$ cat config.mk
export PLATFORM = sky130hd
export DESIGN_NAME = char_blitter
export DESIGN_NICKNAME = d
export VERILOG_FILES = /design/src/rtl/vdp_pkg.sv /design/src/rtl/blit_addr_gen.sv /design/src/rtl/char_blitter.sv
export SDC_FILE = /design/constraint.sdc
export NUM_CORES = 1
export LEC_CHECK = 0
export ABC_AREA = 0
export CORE_MARGIN = 4
export CORE_UTILIZATION = 57
export CTS_BUF_LIST = sky130_fd_sc_hd__clkbuf_4
export DETAILED_ROUTE_END_ITERATION = 10
export HOLD_SLACK_MARGIN = 0.06
export PLACE_DENSITY_LB_ADDON = 0.1
export SYNTH_ARGS = -nofsm -noshare
export SYNTH_HDL_FRONTEND = slang
export SYNTH_HIERARCHICAL = 1
export SYNTH_SLANG_ARGS = --single-unit
$ cat constraint.sdc
create_clock -name CLOCK_50 -period 5.33 [get_ports CLOCK_50]
set_input_delay 1.3325 -clock CLOCK_50 [delete_from_list [all_inputs] [get_ports CLOCK_50]]
set_output_delay 1.3325 -clock CLOCK_50 [all_outputs]
set_load 0.03 [all_outputs]
$ cat src/rtl/vdp_pkg.sv
// ---------------------------------------------------------------------------
// vdp_pkg
//   Shared types and geometry for the video display pipeline: framebuffer
//   size, character-cell grid, pixel format and the blitter state encoding.
//   Also provides a constant-multiply helper that expands into shift-add
//   logic, so address arithmetic never infers a hardware multiplier.
// ---------------------------------------------------------------------------
package vdp_pkg;

  localparam int FB_W      = 320;  // framebuffer width in pixels
  localparam int CELL_COLS = 40;   // character cells per line
  localparam int CELL_ROWS = 25;   // character cell lines
  localparam int DW        = 24;   // pixel width {R,G,B}
  localparam int AW        = 16;   // VRAM address width
  localparam int CAW       = 11;   // character ROM address width
  localparam int GLYPH_W   = 8;
  localparam int GLYPH_H   = 8;

  typedef logic [DW-1:0] pixel_t;

  typedef enum logic [2:0] {
    IDLE,
    CHECK,
    FETCH,
    LATCH,
    DRAW,
    DONE
  } blit_state_t;

  // x * k for a constant k, built from one shifted copy of x per set bit
  // of k. Result is truncated to AW bits.
  function automatic logic [AW-1:0] mul_const(input logic [AW-1:0] x,
                                              input int unsigned k);
    logic [AW-1:0] acc;
    acc = '0;
    for (int i = 0; i < AW; i++) begin
      if (k[i]) acc = acc + (x << i);
    end
    return acc;
  endfunction

endpackage

$ cat src/rtl/blit_addr_gen.sv
// ---------------------------------------------------------------------------
// blit_addr_gen
//   Purely combinational VRAM address arithmetic for the character blitter.
//   Ports:
//     row_i, col_i  cell row/column of the incoming command
//     base_o        linear address of the cell's top-left pixel
//                   (row*GLYPH_H*FB_W + col*GLYPH_W)
//     base_i        registered cell base address
//     gr_i, px_i    glyph row and pixel within the cell
//     pix_adr_o     base_i + gr_i*FB_W + px_i
// ---------------------------------------------------------------------------
module blit_addr_gen
  import vdp_pkg::*;
(
  input  logic [4:0]    row_i,
  input  logic [5:0]    col_i,
  input  logic [AW-1:0] base_i,
  input  logic [2:0]    gr_i,
  input  logic [2:0]    px_i,
  output logic [AW-1:0] base_o,
  output logic [AW-1:0] pix_adr_o
);

  always_comb begin
    base_o    = mul_const(AW'(row_i), GLYPH_H * FB_W)
              + mul_const(AW'(col_i), GLYPH_W);
    pix_adr_o = base_i + mul_const(AW'(gr_i), FB_W) + AW'(px_i);
  end

endmodule

$ cat src/rtl/char_blitter.sv
// ---------------------------------------------------------------------------
// char_blitter
//   Draws one 8x8 character cell per command into the framebuffer VRAM.
//   For each of the 8 glyph rows it reads the character ROM, then writes the
//   8 pixels of that row one per clock (fg for set bits, bg for clear bits).
//
//   Ports:
//     CLOCK_50, RESET_N        clock, asynchronous active-low reset
//     req_valid/req_ready      command handshake (ready only while idle)
//     req_char/col/row/fg/bg   command fields, sampled at accept only
//     crom_adr, crom_q         character ROM port ({code,glyph_row}), q valid
//                              the cycle after the address is presented
//     vram_wclk/wadr/d/we      VRAM write port
//     busy                     high from accept until back in IDLE
//     done                     one-cycle completion pulse
//     err                      pulses with done when col/row was out of range
//
//   Build option TRANSPARENT_BG_EN: when defined, clear glyph bits suppress
//   the write strobe so only foreground pixels land in VRAM (overlay mode).
//   Cycle timing is identical in both builds.
// ---------------------------------------------------------------------------
module char_blitter
  import vdp_pkg::*;
(
  input  logic           CLOCK_50,
  input  logic           RESET_N,
  input  logic           req_valid,
  output logic           req_ready,
  input  logic [7:0]     req_char,
  input  logic [5:0]     req_col,
  input  logic [4:0]     req_row,
  input  pixel_t         req_fg,
  input  pixel_t         req_bg,
  output logic [CAW-1:0] crom_adr,
  input  logic [7:0]     crom_q,
  output logic           vram_wclk,
  output logic [AW-1:0]  vram_wadr,
  output pixel_t         vram_d,
  output logic           vram_we,
  output logic           busy,
  output logic           done,
  output logic           err
);

  blit_state_t    state_q;
  logic [2:0]     gr_q;
  logic [2:0]     px_q;
  logic [7:0]     shift_q;
  logic [CAW-1:0] crom_adr_q;
  logic           vram_we_q;
  logic [AW-1:0]  vram_wadr_q;
  pixel_t         vram_d_q;
  logic           req_ready_q;
  logic           busy_q;
  logic           done_q;
  logic           err_q;

  // Command registers: data only, loaded at accept, no reset needed.
  logic [7:0]     code_q;
  pixel_t         fg_q;
  pixel_t         bg_q;
  logic [AW-1:0]  base_q;
  logic           oor_q;

  logic           accept;
  logic [2:0]     gr_d;
  logic [2:0]     px_d;
  logic [2:0]     px_sel;
  logic           draw_bit;
  logic           we_d;
  pixel_t         pix_d;
  logic [AW-1:0]  base_d;
  logic [AW-1:0]  pix_adr;

  assign vram_wclk = CLOCK_50;
  assign accept    = req_valid && req_ready_q;

  assign req_ready = req_ready_q;
  assign busy      = busy_q;
  assign done      = done_q;
  assign err       = err_q;
  assign crom_adr  = crom_adr_q;
  assign vram_we   = vram_we_q;
  assign vram_wadr = vram_wadr_q;
  assign vram_d    = vram_d_q;

  blit_addr_gen u_addr (
    .row_i     (req_row),
    .col_i     (req_col),
    .base_i    (base_q),
    .gr_i      (gr_q),
    .px_i      (px_sel),
    .base_o    (base_d),
    .pix_adr_o (pix_adr)
  );

  // The outputs are registered, so on each edge we prepare the pixel that
  // will be on the bus during the *next* cycle: pixel 0 of a row is set up
  // from crom_q while in LATCH, later pixels from the shift register.
  always_comb begin
    gr_d     = gr_q + 3'd1;
    px_d     = px_q + 3'd1;
    px_sel   = (state_q == DRAW) ? px_d : 3'd0;
    draw_bit = (state_q == LATCH) ? crom_q[7] : shift_q[7];
    pix_d    = draw_bit ? fg_q : bg_q;
`ifdef TRANSPARENT_BG_EN
    we_d     = draw_bit;
`else
    we_d     = 1'b1;
`endif
  end

  always_ff @(posedge CLOCK_50) begin
    if (accept) begin
      code_q <= req_char;
      fg_q   <= req_fg;
      bg_q   <= req_bg;
      base_q <= base_d;
      oor_q  <= (req_col >= 6'(CELL_COLS)) || (req_row >= 5'(CELL_ROWS));
    end
  end

  always_ff @(posedge CLOCK_50 or negedge RESET_N) begin
    if (!RESET_N) begin
      state_q     <= IDLE;
      gr_q        <= '0;
      px_q        <= '0;
      shift_q     <= '0;
      crom_adr_q  <= '0;
      vram_we_q   <= 1'b0;
      vram_wadr_q <= '0;
      vram_d_q    <= '0;
      req_ready_q <= 1'b1;
      busy_q      <= 1'b0;
      done_q      <= 1'b0;
      err_q       <= 1'b0;
    end else begin
      done_q <= 1'b0;
      err_q  <= 1'b0;
      case (state_q)
        IDLE: begin
          if (accept) begin
            state_q     <= CHECK;
            req_ready_q <= 1'b0;
            busy_q      <= 1'b1;
          end
        end

        CHECK: begin
          if (oor_q) begin
            state_q <= DONE;
            done_q  <= 1'b1;
            err_q   <= 1'b1;
          end else begin
            gr_q       <= 3'd0;
            crom_adr_q <= {code_q, 3'd0};
            state_q    <= FETCH;
          end
        end

        // ROM address is already on the port; wait for the read data.
        FETCH: state_q <= LATCH;

        LATCH: begin
          shift_q   <= {crom_q[6:0], 1'b0};
          px_q      <= 3'd0;
          vram_we_q <= we_d;
          if (we_d) begin
            vram_wadr_q <= pix_adr;
            vram_d_q    <= pix_d;
          end
          state_q <= DRAW;
        end

        DRAW: begin
          if (px_q == 3'd7) begin
            vram_we_q <= 1'b0;
            if (gr_q == 3'd7) begin
              state_q <= DONE;
              done_q  <= 1'b1;
            end else begin
              gr_q       <= gr_d;
              crom_adr_q <= {code_q, gr_d};
              state_q    <= FETCH;
            end
          end else begin
            px_q      <= px_d;
            shift_q   <= {shift_q[6:0], 1'b0};
            vram_we_q <= we_d;
            if (we_d) begin
              vram_wadr_q <= pix_adr;
              vram_d_q    <= pix_d;
            end
          end
        end

        DONE: begin
          state_q     <= IDLE;
          req_ready_q <= 1'b1;
          busy_q      <= 1'b0;
        end

        default: begin
          state_q     <= IDLE;
          req_ready_q <= 1'b1;
          busy_q      <= 1'b0;
          vram_we_q   <= 1'b0;
        end
      endcase
    end
  end

endmodule

# Word-level counts from Yosys, hierarchy flattened
# Cells that the tools add are included.
# op_classes
addsub	7
order_cmp	2
eq_ne	12
mux	35
bitwise	1
n_reduce_logical	11
# op_table
op	count
$mux 24	2
$pmux 24 s2	1
$mux 11	3
$pmux 16 s2	1
$mux 3	9
$pmux 11 s2	1
$add 14x16->16	1
$add 16x12->16	1
$add 16x3->16	1
$add 16x9->16	1
$mux 16	1
$pmux 8 s2	1
$pmux 3 s5	1
$add 9x11->12	1
$eq 3x3->1 const B	4
$pmux 3 s2	2
$mux 1	8
$mux 8	1
$ne 2x2->1 const B	4
$reduce_or 4->1	2
$add 3x1->3 const B	2
$eq 3x2->1 const B	2
$ge 6x6->1 const B	1
$pmux 1 s2	3
11 further kinds	14
# word_totals
reg_bits	146
out_inout_bits	57
wordCells	85

# Logic depth before layout (Yosys ltp)
# depth
depth_word	5
ltp_mapped	9
ltp_nobuf	9

# By module
# Netlist, hierarchy kept.
# by_module_without_submodules
module	n_inst	cells_each	area_per_inst_um2	seq_area_each_um2
char_blitter	1	350	6059.6	3920.0
blit_addr_gen	1	114	899.6	0.0

==> flow_summary_export.csv <==
group,metric,value,unit
outcome,status,"completed",
synth,yosysWarnings,6,
worst_setup_path,reg2reg_slack,2.24,ns
final_layout,filler_cell_count,830,
worst_setup_path,start_kind,"clock port",
pwr,net-switching-power,466.4,uW
cts,clk-insertion-delay-late,0.66,ns
sta,clock_skew,0.01518,ns
grt,grt-busiest-layer,"met2",
cts,cts_tree,"yes",
synth,synth.cell_area,6959,sq um
pwr,power_frac_seq,54.9,%
synth,synth_edf_count,73,
die,rows,40,
place,gp_congestion,0.7948,
die,initial_core_util,58.18,%
place,dp_cells,718,
synth,synth_cells,464,
sta,setup_tns,0,ns
detailed_routing,dr.pass1.iters,4,
detailed_routing,routedWlPerCell,18.08,microns
worst_setup_path,required,4.00,ns
final_layout,nets,693,
worst_setup_path,worstSetupPathType,"clock port to output pin",
sta,setup_violations,0,
die,die_h,118.5,microns
grt,grt_pass1_vias,4636,
grt,antenna_found_initial,0,
cts,clk_pin_slew,0.12,ns
min_path,hold_end,"crom_adr[10]",
pwr,total_power,2.111,mW
die,core,11960,sq um
worst_setup_path,end_kind,"output pin",
pwr,intPower,1.645,mW
grt,grt_max_degree,75,
final_layout,final_layout_size_suffix_gt1_share,17.82,%
grt,use_met2,34.19,%
detailed_routing,drt_iter0_markers,210,
grt,grt_pass1_wl,22510,microns
cts,cts_resized,0,
synth,synth_cell_types,64,
sta,tightest_slew,1.045,ns
job,maxCapViolCount,0,
worst_setup_path,r2r-start,"state_q[2]",
pwr,ir_drop,0.0003401,V
min_path,hp-start,"code_q[7]",
synth,synth_seq_area_share,56.33,%
worst_setup_path,arrival,3.48,ns
grt,met1_usage,24.87,%
cts,post-cts-setup-buffers,0,
pwr,p_clk_share,39.7,%
pwr,pwr-share-comb,5.4,%
die,die_w,118.5,microns
synth,synth_area_per_cell,15.00,sq um
grt,grt_util_all_layers,20.45,%
synth,synthFlopType,"edfxtp_1",
pwr,p_per_area,244.3,nW/um^2
worst_setup_path,worst-path-max-fanout,2,
min_path,whs_path_depth,1,
place,port_buffers,134,
final_layout,antenna_cells,0,
final_layout,final_cells,753,
sta,hold_viol,0,
final_layout,syn_to_final_growth,24.18,%
sta,slew_violations,0,
synth,ys_seq_elements,142,
place,hpwl,9106,microns
grt,use_met3,6.029,%
synth,async_flop_share,48.59,%
detailed_routing,wl,13620,microns
cts,cts_hold_buf,0,
worst_setup_path,r2r_end,"vram_wadr[9]",
die,io-pin-count,135,
worst_setup_path,crit_start,"CLOCK_50",
detailed_routing,antenna_left,0,
sta,rsz0062_at_grt,"false",
pwr,power.leakage,3.979,nW
detailed_routing,dr_total_vias,4241,
sta,timing.slew.headroom,30.30,%
worst_setup_path,reg2reg_depth,8,
detailed_routing,vias_per_cell,5.632,
grt,grt_overflow_total,0,
detailed_routing,drc_errors,0,
die,dieArea,14040,sq um
pwr,switching_share,22.09,%
min_path,hp-class,"flop to flop",
## routing by layer
layer,vias up,wire length [microns]
li1,1979,-
met5,-,0
met4,0,288
met1,2120,5860
met3,29,621
met2,113,6846
## worst max path at each step
stage / endpoint / slack, ns / cells past startpoint
after floorplan: vram_wclk / 1.19 / 1
after global routing: vram_wclk / 0.49 / 3
after global placement: vram_wclk / 0.77 / 1
final: vram_wclk / 0.52 / 3
after CTS: vram_wclk / 0.51 / 3
after detailed placement: vram_wclk / 0.77 / 1
## synthesized netlist by cell type, types with 3 or more instances
cell,n,area share (%)
nand3b_1,3,0.32
xnor2_1,8,1.0
nand4_1,3,0.27
mux2_1,8,1.3
ha_1,20,3.6
inv_1,12,0.65
o211ai_1,3,0.32
xor2_1,7,0.88
mux2_2,8,1.3
dfrtp_1,68,24
a21oi_1,13,0.93
nand2_1,12,0.65
nor2_1,6,0.32
buf_4,13,1.4
a211oi_1,3,0.32
a21o_1,4,0.43
mux2i_1,74,11
edfxtp_1,73,31
and2_1,4,0.36
o21ai_0,3,0.22
buf_6,5,0.81
nand3_1,4,0.29
mux2_4,49,11
buf_2,11,0.79
## placed cells by master (no fill, tap or decap), drive strengths merged, types with 3 or more instances in the layout
master	n
a211oi	3
a21o	5
a21oi	14
and2	4
buf	4
bufinv	4
clkbuf	21
clkdlybuf4s50	133
clkinv	4
clkinvlp	4
conb	3
dfrtp	68
edfxtp	73
ha	20
inv	14
mux2	65
mux2i	74
nand2	12
nand3	4
nand3b	3
nand4	4
nor2	6
o211ai	3
o21ai	3
o311ai	3
or3b	3
xnor2	8
xor2	7
## power groups by stage
| stage | Clock [mW] | Sequential (mW) | Combinational (mW) |
|---|---|---|---|
| detailed placement | 0.0312 | 1.18 | 0.115 |
| global route | 0.922 | 1.16 | 0.123 |
| CTS | 0.861 | 1.16 | 0.116 |
| global placement | 0.0312 | 1.18 | 0.111 |
| finish | 0.837 | 1.16 | 0.114 |
| floorplan | 0.0281 | 1.18 | 0.0436 |
## area by class of cell
cell class	count	area [sq um]	share of cell area, %
inverters	12	45.04	0.5212
well taps	147	183.9	2.128
repair buffers	136	1351	15.64
clock inverters	14	191.4	2.215
multi-input cells	280	2783	32.20
flip-flops and latches	142	3920	45.36
clock buffers	22	167.7	1.940
## registers in the layout, summed over array words and instances (netlist names)
name	count
code_q	8
shift_q	7
bg_q	24
fg_q	24
state_q	3
done	1
req_ready	1
oor_q	1
px_q	3
vram_d	24
crom_adr	9
base_q	16
vram_wadr	16
gr_q	2
err	1
busy	1
vram_we	1
## worst max-delay path, cell delays in order
cell             delay [ns]
clkbuf_4               0.11
clkbuf_4               0.12
clkdlybuf4s50_1        0.58
## through the flow
stage | util [%] | hold slack [ns] | area, sq um | setup WS [ns]
after floorplan | - | 0.4390 | 6967 | 1.188
after global placement | 69.33 | 0.4403 | 8293 | 0.7683
after detailed placement | 69.33 | 0.4553 | 8293 | 0.7683
after CTS | 72.25 | 0.4800 | 8642 | 0.5059
after global routing | 72.25 | 0.4960 | 8642 | 0.4915
final | 72.25 | 0.4778 | 8642 | 0.5208
## cell families (layout without fill, tap and decap cells)
group,Yosys count,after routing,synth area share [%]
simple gates,50,50,4.459
xor+xnor,15,15,1.888
flops,142,142,56.33
mux,139,139,23.80
other cells,1,3,0.05389
buf+inv,44,184,3.829
compound gates,51,51,5.466
fa+ha+maj,22,22,4.171
Power figures use the tool's default switching activity.
